==> config.mk <==
export PLATFORM = sky130hd
export DESIGN_NAME = rr_select_arbiter_flat
export DESIGN_NICKNAME = d
export VERILOG_FILES = /design/src/rtl/rr_select_pkg.sv /design/src/rtl/rr_select_arbiter_if.sv /design/src/rtl/rr_pick8.sv /design/src/rtl/rr_select_arbiter.sv /design/src/flat_wrapper.sv
export SDC_FILE = /design/constraint.sdc
export NUM_CORES = 1
export LEC_CHECK = 0
export ABC_AREA = 1
export CORE_MARGIN = 2
export CORE_UTILIZATION = 34
export CTS_CLUSTER_DIAMETER = 50
export DETAILED_ROUTE_END_ITERATION = 10
export SETUP_SLACK_MARGIN = 0.2
export SLEW_MARGIN = 30
export SYNTH_ARGS = -nofsm -noshare
export SYNTH_HDL_FRONTEND = slang
export SYNTH_SLANG_ARGS = --single-unit
export TNS_END_PERCENT = 20
==> constraint.sdc <==
create_clock -name clk -period 2.9 [get_ports clk]
set_input_delay 0.58 -clock clk [delete_from_list [all_inputs] [get_ports clk]]
set_output_delay 0.58 -clock clk [all_outputs]
set_load 0.01 [all_outputs]
==> src/rtl/rr_select_pkg.sv <==
// rr_select_pkg: shared states, sizes and one-hot helper for the round-robin select arbiter
package rr_select_pkg;
  localparam int N_REQ = 8;
  localparam int IDX_W = 3;
  typedef enum logic [1:0] {IDLE = 2'd0, GRANT = 2'd1, GAP = 2'd2} state_t;
  function automatic logic [N_REQ-1:0] onehot(input logic [IDX_W-1:0] i);
    logic [N_REQ-1:0] v;
    v = '0;
    v[i] = 1'b1;
    return v;
  endfunction
endpackage

==> src/rtl/rr_select_arbiter_if.sv <==
// rr_select_arbiter_if: request/grant bundle between requesting agents and the arbiter
interface rr_select_arbiter_if;
  import rr_select_pkg::*;
  logic             en;
  logic [N_REQ-1:0] req;
  logic             done;
  logic [N_REQ-1:0] gnt;
  logic [IDX_W-1:0] gnt_idx;
  logic             gnt_vld;
  logic             timeout;
  modport master (output en, req, done, input gnt, gnt_idx, gnt_vld, timeout);
  modport slave (input en, req, done, output gnt, gnt_idx, gnt_vld, timeout);
endinterface

==> src/rtl/rr_pick8.sv <==
// rr_pick8: picks the first set request searching upward from ptr+1, wrapping 7->0
module rr_pick8
  import rr_select_pkg::*;
(
  input  logic [N_REQ-1:0] i_req,
  input  logic [IDX_W-1:0] i_ptr,
  output logic             o_any,
  output logic [IDX_W-1:0] o_idx
);
  // scanning from the far end down lets the nearest set bit after ptr win
  always_comb begin
    o_any = |i_req;
    o_idx = '0;
    for (int k = N_REQ; k >= 1; k--)
      if (i_req[IDX_W'(int'(i_ptr) + k)]) o_idx = IDX_W'(int'(i_ptr) + k);
  end
endmodule

==> src/rtl/rr_select_arbiter.sv <==
// rr_select_arbiter: round-robin owner of an 8-way one-hot select with hold limit and a dead cycle between grants
module rr_select_arbiter #(
  parameter int MAX_HOLD = 16,
  parameter int IDX_W    = 3
) (
  input logic                 clk,
  input logic                 rst_n,
  rr_select_arbiter_if.slave  io_bus
);
  import rr_select_pkg::*;
  localparam int HW = (MAX_HOLD > 0) ? $clog2(MAX_HOLD + 1) : 1;
  state_t           r_state, w_nstate;
  logic [N_REQ-1:0] r_gnt;
  logic [IDX_W-1:0] r_idx, r_ptr, w_pick, w_nidx;
  logic [HW-1:0]    r_hold;
  logic             r_vld, r_timeout;
  logic             w_any, w_win, w_hit, w_rel, w_to;
  rr_pick8 u_pick (
    .i_req (io_bus.req),
    .i_ptr (r_ptr),
    .o_any (w_any),
    .o_idx (w_pick)
  );
  // timeout only fires when no higher-priority release reason is present
  always_comb begin
    w_win    = (r_state == IDLE) && io_bus.en && w_any;
    w_hit    = (MAX_HOLD != 0) && (r_hold == HW'(MAX_HOLD - 1));
    w_rel    = !io_bus.en || io_bus.done || !io_bus.req[r_idx] || w_hit;
    w_to     = (r_state == GRANT) && io_bus.en && !io_bus.done && io_bus.req[r_idx] && w_hit;
    w_nidx   = w_win ? w_pick : r_idx;
    w_nstate = w_win ? GRANT : (r_state == GRANT) ? (w_rel ? GAP : GRANT) : IDLE;
  end
  always_ff @(posedge clk or negedge rst_n) begin
    if (!rst_n) begin
      r_state   <= IDLE;
      r_gnt     <= '0;
      r_idx     <= '0;
      r_vld     <= 1'b0;
      r_timeout <= 1'b0;
      r_ptr     <= '1;
      r_hold    <= '0;
    end else begin
      r_state   <= w_nstate;
      r_vld     <= w_nstate == GRANT;
      r_gnt     <= (w_nstate == GRANT) ? onehot(w_nidx) : '0;
      r_idx     <= w_nidx;
      r_timeout <= w_to;
      r_ptr     <= w_win ? w_pick : r_ptr;
      r_hold    <= w_win ? '0 : (r_state == GRANT && r_hold != '1) ? r_hold + 1'b1 : r_hold;
    end
  end
  assign io_bus.gnt     = r_gnt;
  assign io_bus.gnt_idx = r_idx;
  assign io_bus.gnt_vld = r_vld;
  assign io_bus.timeout = r_timeout;
endmodule

==> src/flat_wrapper.sv <==
// flat-port wrapper written by rule: the top's interface ports become plain ports
module rr_select_arbiter_flat import rr_select_pkg::*;
#(
  parameter int MAX_HOLD = 16,
  parameter int IDX_W    = 3
)
  (clk, rst_n, io_bus_en, io_bus_req, io_bus_done, io_bus_gnt, io_bus_gnt_idx, io_bus_gnt_vld, io_bus_timeout);
  rr_select_arbiter_if io_bus_i ();
  input logic clk;
  input logic rst_n;
  input wire logic [$bits(io_bus_i.en)-1:0] io_bus_en;
  input wire logic [$bits(io_bus_i.req)-1:0] io_bus_req;
  input wire logic [$bits(io_bus_i.done)-1:0] io_bus_done;
  output wire logic [$bits(io_bus_i.gnt)-1:0] io_bus_gnt;
  output wire logic [$bits(io_bus_i.gnt_idx)-1:0] io_bus_gnt_idx;
  output wire logic [$bits(io_bus_i.gnt_vld)-1:0] io_bus_gnt_vld;
  output wire logic [$bits(io_bus_i.timeout)-1:0] io_bus_timeout;
  assign io_bus_i.en = io_bus_en;
  assign io_bus_i.req = io_bus_req;
  assign io_bus_i.done = io_bus_done;
  assign io_bus_gnt = io_bus_i.gnt;
  assign io_bus_gnt_idx = io_bus_i.gnt_idx;
  assign io_bus_gnt_vld = io_bus_i.gnt_vld;
  assign io_bus_timeout = io_bus_i.timeout;
  rr_select_arbiter #(.MAX_HOLD(MAX_HOLD), .IDX_W(IDX_W)) u_core (.clk(clk), .rst_n(rst_n), .io_bus(io_bus_i));
endmodule
==> key figures, run 1 <==
Clock network
  – Number of clock sinks: 23
  – CTS clk-pin slew, worst paths: 0.08 ns
  – CTS root buffer: clkbuf_8
  – Longest Clk Path Bufs: 2
  – CTS buffer count: 3
  – Latest clock arrival within the worst-skew pair: 0.26 ns
  – # hold bufs at CTS: 0
  – CTS tree: built
  – # H-tree levels: 1

Drt
  – Vias per cell: 4.80
  – Residual DRC: 0
  – Final ANT Viol Nets: 0
  – Vias: 1616
  – Drt total wl: 4.11 mm
  – Starting DRT DRC Count: 119
  – TritonRoute pass-1 iters: 4
  – WL per Instance: 12.2 µm

Synth
  – Sequential area share after synthesis: 34.4%
  – Cell count after synthesis: 241
  – Synth area leader: dfrtp_1
  – Synth area leaders: dfrtp_1 30%, nand2_1 14%, nand3_1 9.8%
  – Warnings, synthesis: 0
  – Flops & latches, synth: 23
  – Syn Nets: 258
  – Syn Std Cell Area: 1680 µm²
  – Syn_area_per_cell: 6.98 µm²
  – Yosys cell types: 30
  – Top-area cell type share of the netlist area: 29.7%

Power
  – Leak Pwr: 1.02 nW
  – Cell area power density: 1340 nW/µm²
  – IR drop worst, VDD: 0.502 mV
  – Tot Pwr: 2.75 mW

Run status
  – Outcome: completed

Timing
  – Final Hold Vio Count: 0
  – Worst setup margin: 0.521 ns
  – Setup violations, final: 0
  – Slew @ Worst Pin: 0.355 ns
  – Fin crit share: 82.0%
  – Post-route minimum period: 2.38 ns
  – Unrepaired setup endpoints after global routing: false
  – Setup Skew: 0.00350 ns
  – Max-slew violation count: 0
  – Setup TNS: 0 ns
  – Peak Freq: 420 MHz
  – Fin Hold WS: 0.473 ns
  – Slew margin rel.: 76.1%

Worst setup path
  – Critical path capture point type: flop
  – Crit Path Max Fanout: 10
  – Worst setup SP type: flop
  – Worst EP arrival: 2.57 ns
  – Crit path kind: reg -> reg
  – Crit path required time: 3.09 ns

Die
  – Die height: 74.4 µm
  – # IOs: 25
  – Die X: 74.4 µm
  – FP Rows: 25
  – Core ar.: 4750 µm²
  – Die area: 5530 µm²
  – Starting Density: 35.4%

Layout
  – Share of layout cells above drive strength 1: 14.8%
  – Diode count: 0
  – P&R area growth vs syn: 21.9%
  – Nets: 288
  – Fill cells: 486

Placement
  – PortBufs: 24
  – Place WS: 0.343 ns
  – Gpl congestion: 0.976
  – Final HPWL DP: 3.30 mm

GRT
  – Initial antenna violation count: 0
  – First-pass GRT wire length: 7.18 mm
  – Total Routing Usage GR: 16.7%
  – Vias in the first global route: 1554
  – Overflow after GRT: 0
  – Largest net degree at the start of global routing: 24

Job
  – Max Cap Viol: 0

Worst hold path
  – Hold/Removal Path Class: reg -> reg
==> where the power goes <==
part	total (mW)	switching [mW]	internal (mW)
clock network	0.197	0.0994	0.0981
logic	2.02	1.29	0.732
registers	0.531	0.0905	0.441
==> cells in the final DEF (no fill, tap or decap), types with 7 or more instances in the layout <==
cell and n:
dfrtp_1 20, nand2_2 8, clkdlybuf4s50_1 24, a21oi_1 10
nand3_1 33, nand3_2 7, inv_1 28, nand2_1 65
o21ai_0 8, nor2_1 23
==> registers in the layout (all words and copies together), names as in the netlist <==
name / flops
u_core.r_state: 2
u_core.io_bus.timeout: 1
u_core.r_ptr: 3
u_core.io_bus.gnt_idx: 3
u_core.io_bus.gnt: 8
u_core.io_bus.gnt_vld: 1
u_core.r_hold: 5
==> kinds of logic (layout without fill, tap and decap cells) <==
family          count (synthesis)  count (layout)  synth area share (%)
simple gates                  142             142                  39.3
buf+inv                        39              68                  10.3
compound gates                 29              29                  10.3
flops                          23              23                  34.4
fa+ha+maj                       5               5                  3.72
xor+xnor                        3               3                  2.01
==> layer usage <==
| layer | up-vias | track usage (%) | part of all wire, % |
|---|---|---|---|
| li1 | 834 | - | - |
| met1 | 717 | 23.5 | 46 |
| met2 | 54 | 26.8 | 46 |
| met3 | 11 | 1.90 | 5.2 |
| met4 | 0 | 6.15 | 2.3 |
| met5 | - | 0 | 0 |
==> cell usage after synthesis <==
cell type and count:
nand2_1 65, nand3_1 33, inv_1 29, nor2_1 23, dfrtp_1 20, a21oi_1 10, nand2_2 8, o21ai_0 8
nand3_2 7, ha_1 5, inv_2 5, a31oi_1 3, buf_6 3, dfstp_2 3, nand2_4 2, nor3_1 2
o21ai_2 2, a21oi_2 1, a32o_1 1, buf_2 1, inv_4 1, nor2_2 1, nor4_1 1, o2111ai_1 1
o21ai_1 1, o22ai_1 1, o32ai_1 1, xnor2_1 1, xnor2_2 1, xor2_1 1
==> critical path, cell delays in order (launching register included) <==
cell,delay [ns]
dfstp_2,0.58
inv_2,0.10
ha_1,0.39
inv_2,0.10
nand3_1,0.13
nand3_2,0.10
nand2_2,0.11
inv_2,0.04
nand2_1,0.05
nand2_1,0.04
nand2_1,0.05
nand2_1,0.04
nand2_1,0.05
nand2_1,0.06
nand2_1,0.06
nand2_1,0.06
nand2_2,0.11
nand3_2,0.11
nor2_1,0.14
==> stage by stage <==
| step | util (%) | cell area, µm² | instances |
|---|---|---|---|
| after global placement | 41.9 | 1990 | 331 |
| after global routing | 43.1 | 2050 | 337 |
| after detailed placement | 41.9 | 1990 | 331 |
| after CTS | 42.8 | 2040 | 335 |
| final | 43.1 | 2050 | 337 |
| after floorplan | - | 1680 | 241 |
==> final cells by class <==
cell class | instances | area (µm²) | share of cell area [%]
repair buffers | 29 | 278 | 13.5
flip-flops and latches | 23 | 579 | 28.2
well taps | 67 | 83.8 | 4.09
clock buffers | 4 | 45.0 | 2.20
inverters | 35 | 134 | 6.53
multi-input cells | 179 | 931 | 45.4
==> timing repair <==
item,in CTS,in global routing
resized for setup,0,1
setup buffers,0,2
endpoints found under the setup margin,0,9
==> path summary, 6_finish.rpt <==
check	from	slack [ns]	end	cells after the start
worst min register to register	u_core.r_hold[3]	0.47	u_core.r_hold[3]	1
worst max register to register	u_core.r_ptr[0]	0.52	u_core.io_bus.gnt[4]	18
min in group asynchronous	rst_n	0.66	u_core.io_bus.gnt[5]	2
worst min-delay path	u_core.r_hold[3]	0.47	u_core.r_hold[3]	1
max in group asynchronous	rst_n	1.96	u_core.r_ptr[0]	2
worst max-delay path	u_core.r_ptr[0]	0.52	u_core.io_bus.gnt[4]	18
No activity file was read; power rests on OpenSTA's default activity.
==> run 2: changes to the inputs <==
==> constraint.sdc (replaced) <==
create_clock -name clk -period 2.4 [get_ports clk]
set_input_delay 0.48 -clock clk [delete_from_list [all_inputs] [get_ports clk]]
set_output_delay 0.48 -clock clk [all_outputs]
set_load 0.01 [all_outputs]
==> run 2 against run 1 <==
Against the previous run:
- setup slack lost 0.30 ns
- first-iteration DRC count shrank 18%
- global-route usage grew 0.089 points
- largest cell class unchanged
- hold slack lost 0.0093 ns
==> key figures, run 2 (same netlist as run 1, synthesis figures left out) <==
Worst setup path
  – Worst setup SP type: flop
  – Crit Path Max Fanout: 6
  – R2r worst-path depth: 15
  – Critical path capture point type: flop
  – Crit path kind: reg -> reg
  – Worst EP arrival: 2.33 ns
  – Crit path required time: 2.56 ns

Layout
  – Share of layout cells above drive strength 1: 26.3%
  – Post-route insts no fill: 348
  – Leading cell type in the layout, fill and taps excluded: nand2_1
  – Diode count: 0
  – Nets: 299
  – Most frequent cells in the layout: 59 x nand2_1, 28 x inv_1, 23 x nand3_1
  – Max FFs per register: 8
  – P&R area growth vs syn: 37.0%

Worst hold path
  – Hold path depth: 1
  – Hold/Removal Path Class: reg -> reg

Run status
  – Outcome: completed

Die
  – Starting Density: 35.4%
  – Die height: 74.4 µm
  – FP Rows: 25
  – # IOs: 25
  – Core ar.: 4750 µm²
  – Die X: 74.4 µm
  – Die area: 5530 µm²

Clock network
  – Longest Clk Path Bufs: 2
  – CTS buffer count: 3
  – Latest clock arrival within the worst-skew pair: 0.26 ns
  – Number of clock sinks: 23
  – CTS root buffer: clkbuf_8
  – CTS tree: built
  – # H-tree levels: 1
  – CTS clk-pin slew, worst paths: 0.08 ns
  – # hold bufs at CTS: 0

Timing
  – Setup violations, final: 0
  – Peak Freq: 460 MHz
  – Fin crit share: 90.7%
  – Post-route minimum period: 2.18 ns
  – Slew @ Worst Pin: 0.406 ns
  – Slew margin rel.: 72.8%
  – Final Hold Vio Count: 0
  – Unrepaired setup endpoints after global routing: true
  – Max-slew violation count: 0
  – Fin Hold WS: 0.464 ns
  – Setup Skew: 0.00649 ns

GRT
  – Initial antenna violation count: 0
  – Largest net degree at the start of global routing: 24
  – Overflow after GRT: 0
  – First-pass GRT wire length: 7.25 mm
  – Total Routing Usage GR: 16.8%
  – Vias in the first global route: 1521

Drt
  – Starting DRT DRC Count: 98
  – Vias: 1655
  – Residual DRC: 0
  – TritonRoute pass-1 iters: 4
  – Final ANT Viol Nets: 0
  – Drt total wl: 4.48 mm
  – Vias per cell: 4.76
  – WL per Instance: 12.9 µm

Placement
  – DP Cell Count: 336
  – Gpl congestion: 0.842
  – Final HPWL DP: 3.31 mm
  – PortBufs: 24

Job
  – Max Cap Viol: 0
==> run 2: cell types whose count changed in the layout (fill, tap and decap cells not counted), moves of 5 or more <==
| cell | change |
|---|---|
| nand3_1 | -10 |
| buf_4 | +9 |
| nand2_1 | -6 |
| dlymetal6s2s_1 | +7 |
| clkdlybuf4s50_1 | -7 |
| nand2_2 | +5 |
| nand3_2 | +8 |
==> run 2: metal layers <==
layer	GRT usage, %	wire length [µm]	vias up
li1	-	-	853
met1	23.2	2050	760
met2	29.0	2250	36
met3	2.03	146	6
met4	2.98	38	0
met5	0	0	-
==> run 2: critical path, stage by stage, from the launching register on <==
cell	delay, ns
dfstp_2	0.57
inv_4	0.04
ha_4	0.32
nand3_1	0.15
nand3_2	0.12
nand2_2	0.08
a21oi_2	0.11
nand3_1	0.09
nand2_1	0.06
nand2_1	0.05
nand2_1	0.05
nand2_1	0.06
nand2_2	0.12
nand2_2	0.11
nand2_2	0.09
nor2_1	0.04
==> run 2: final timing paths <==
kind / from / to / slack [ns]
max in group asynchronous: rst_n / u_core.r_ptr[1] / 1.57
min reg2reg: u_core.r_hold[3] / u_core.r_hold[3] / 0.46
max reg2reg: u_core.r_ptr[1] / u_core.io_bus.gnt[7] / 0.22
max: u_core.r_ptr[1] / u_core.io_bus.gnt[7] / 0.22
min in group asynchronous: rst_n / u_core.io_bus.gnt[5] / 0.55
min: u_core.r_hold[3] / u_core.r_hold[3] / 0.46
==> run 2: stage by stage <==
stage / cell area, µm² / TNS, ns / util [%] / setup WS, ns
final: 2310 / 0 / 48.5 / 0.224
after global routing: 2310 / -0.0167 / 48.5 / -0.00870
after CTS: 2090 / 0 / 44.0 / 0.204
after detailed placement: 2030 / 0 / 42.7 / 0.0159
after global placement: 2030 / -0.0440 / 42.7 / -0.0292
after floorplan: 1680 / 0 / - / 0.205
==> run 2: layout make-up <==
cell class	instances	area [µm²]
clock buffers	3	41.3
multi-input cells	179	1070
clock inverters	1	5.00
inverters	35	139
well taps	67	83.8
fillers	482	2450
flip-flops and latches	23	579
repair buffers	40	385
==> run 2: repair_timing <==
item,in CTS,in global routing
resized for setup,4,36
setup endpoints to repair,8,10
buffers inserted,0,8
pin swaps,0,11
Power of run 2 is left out: the tool's default activity adds up to more than one toggle a clock period on the data nets, which glitch-free logic cannot reach.
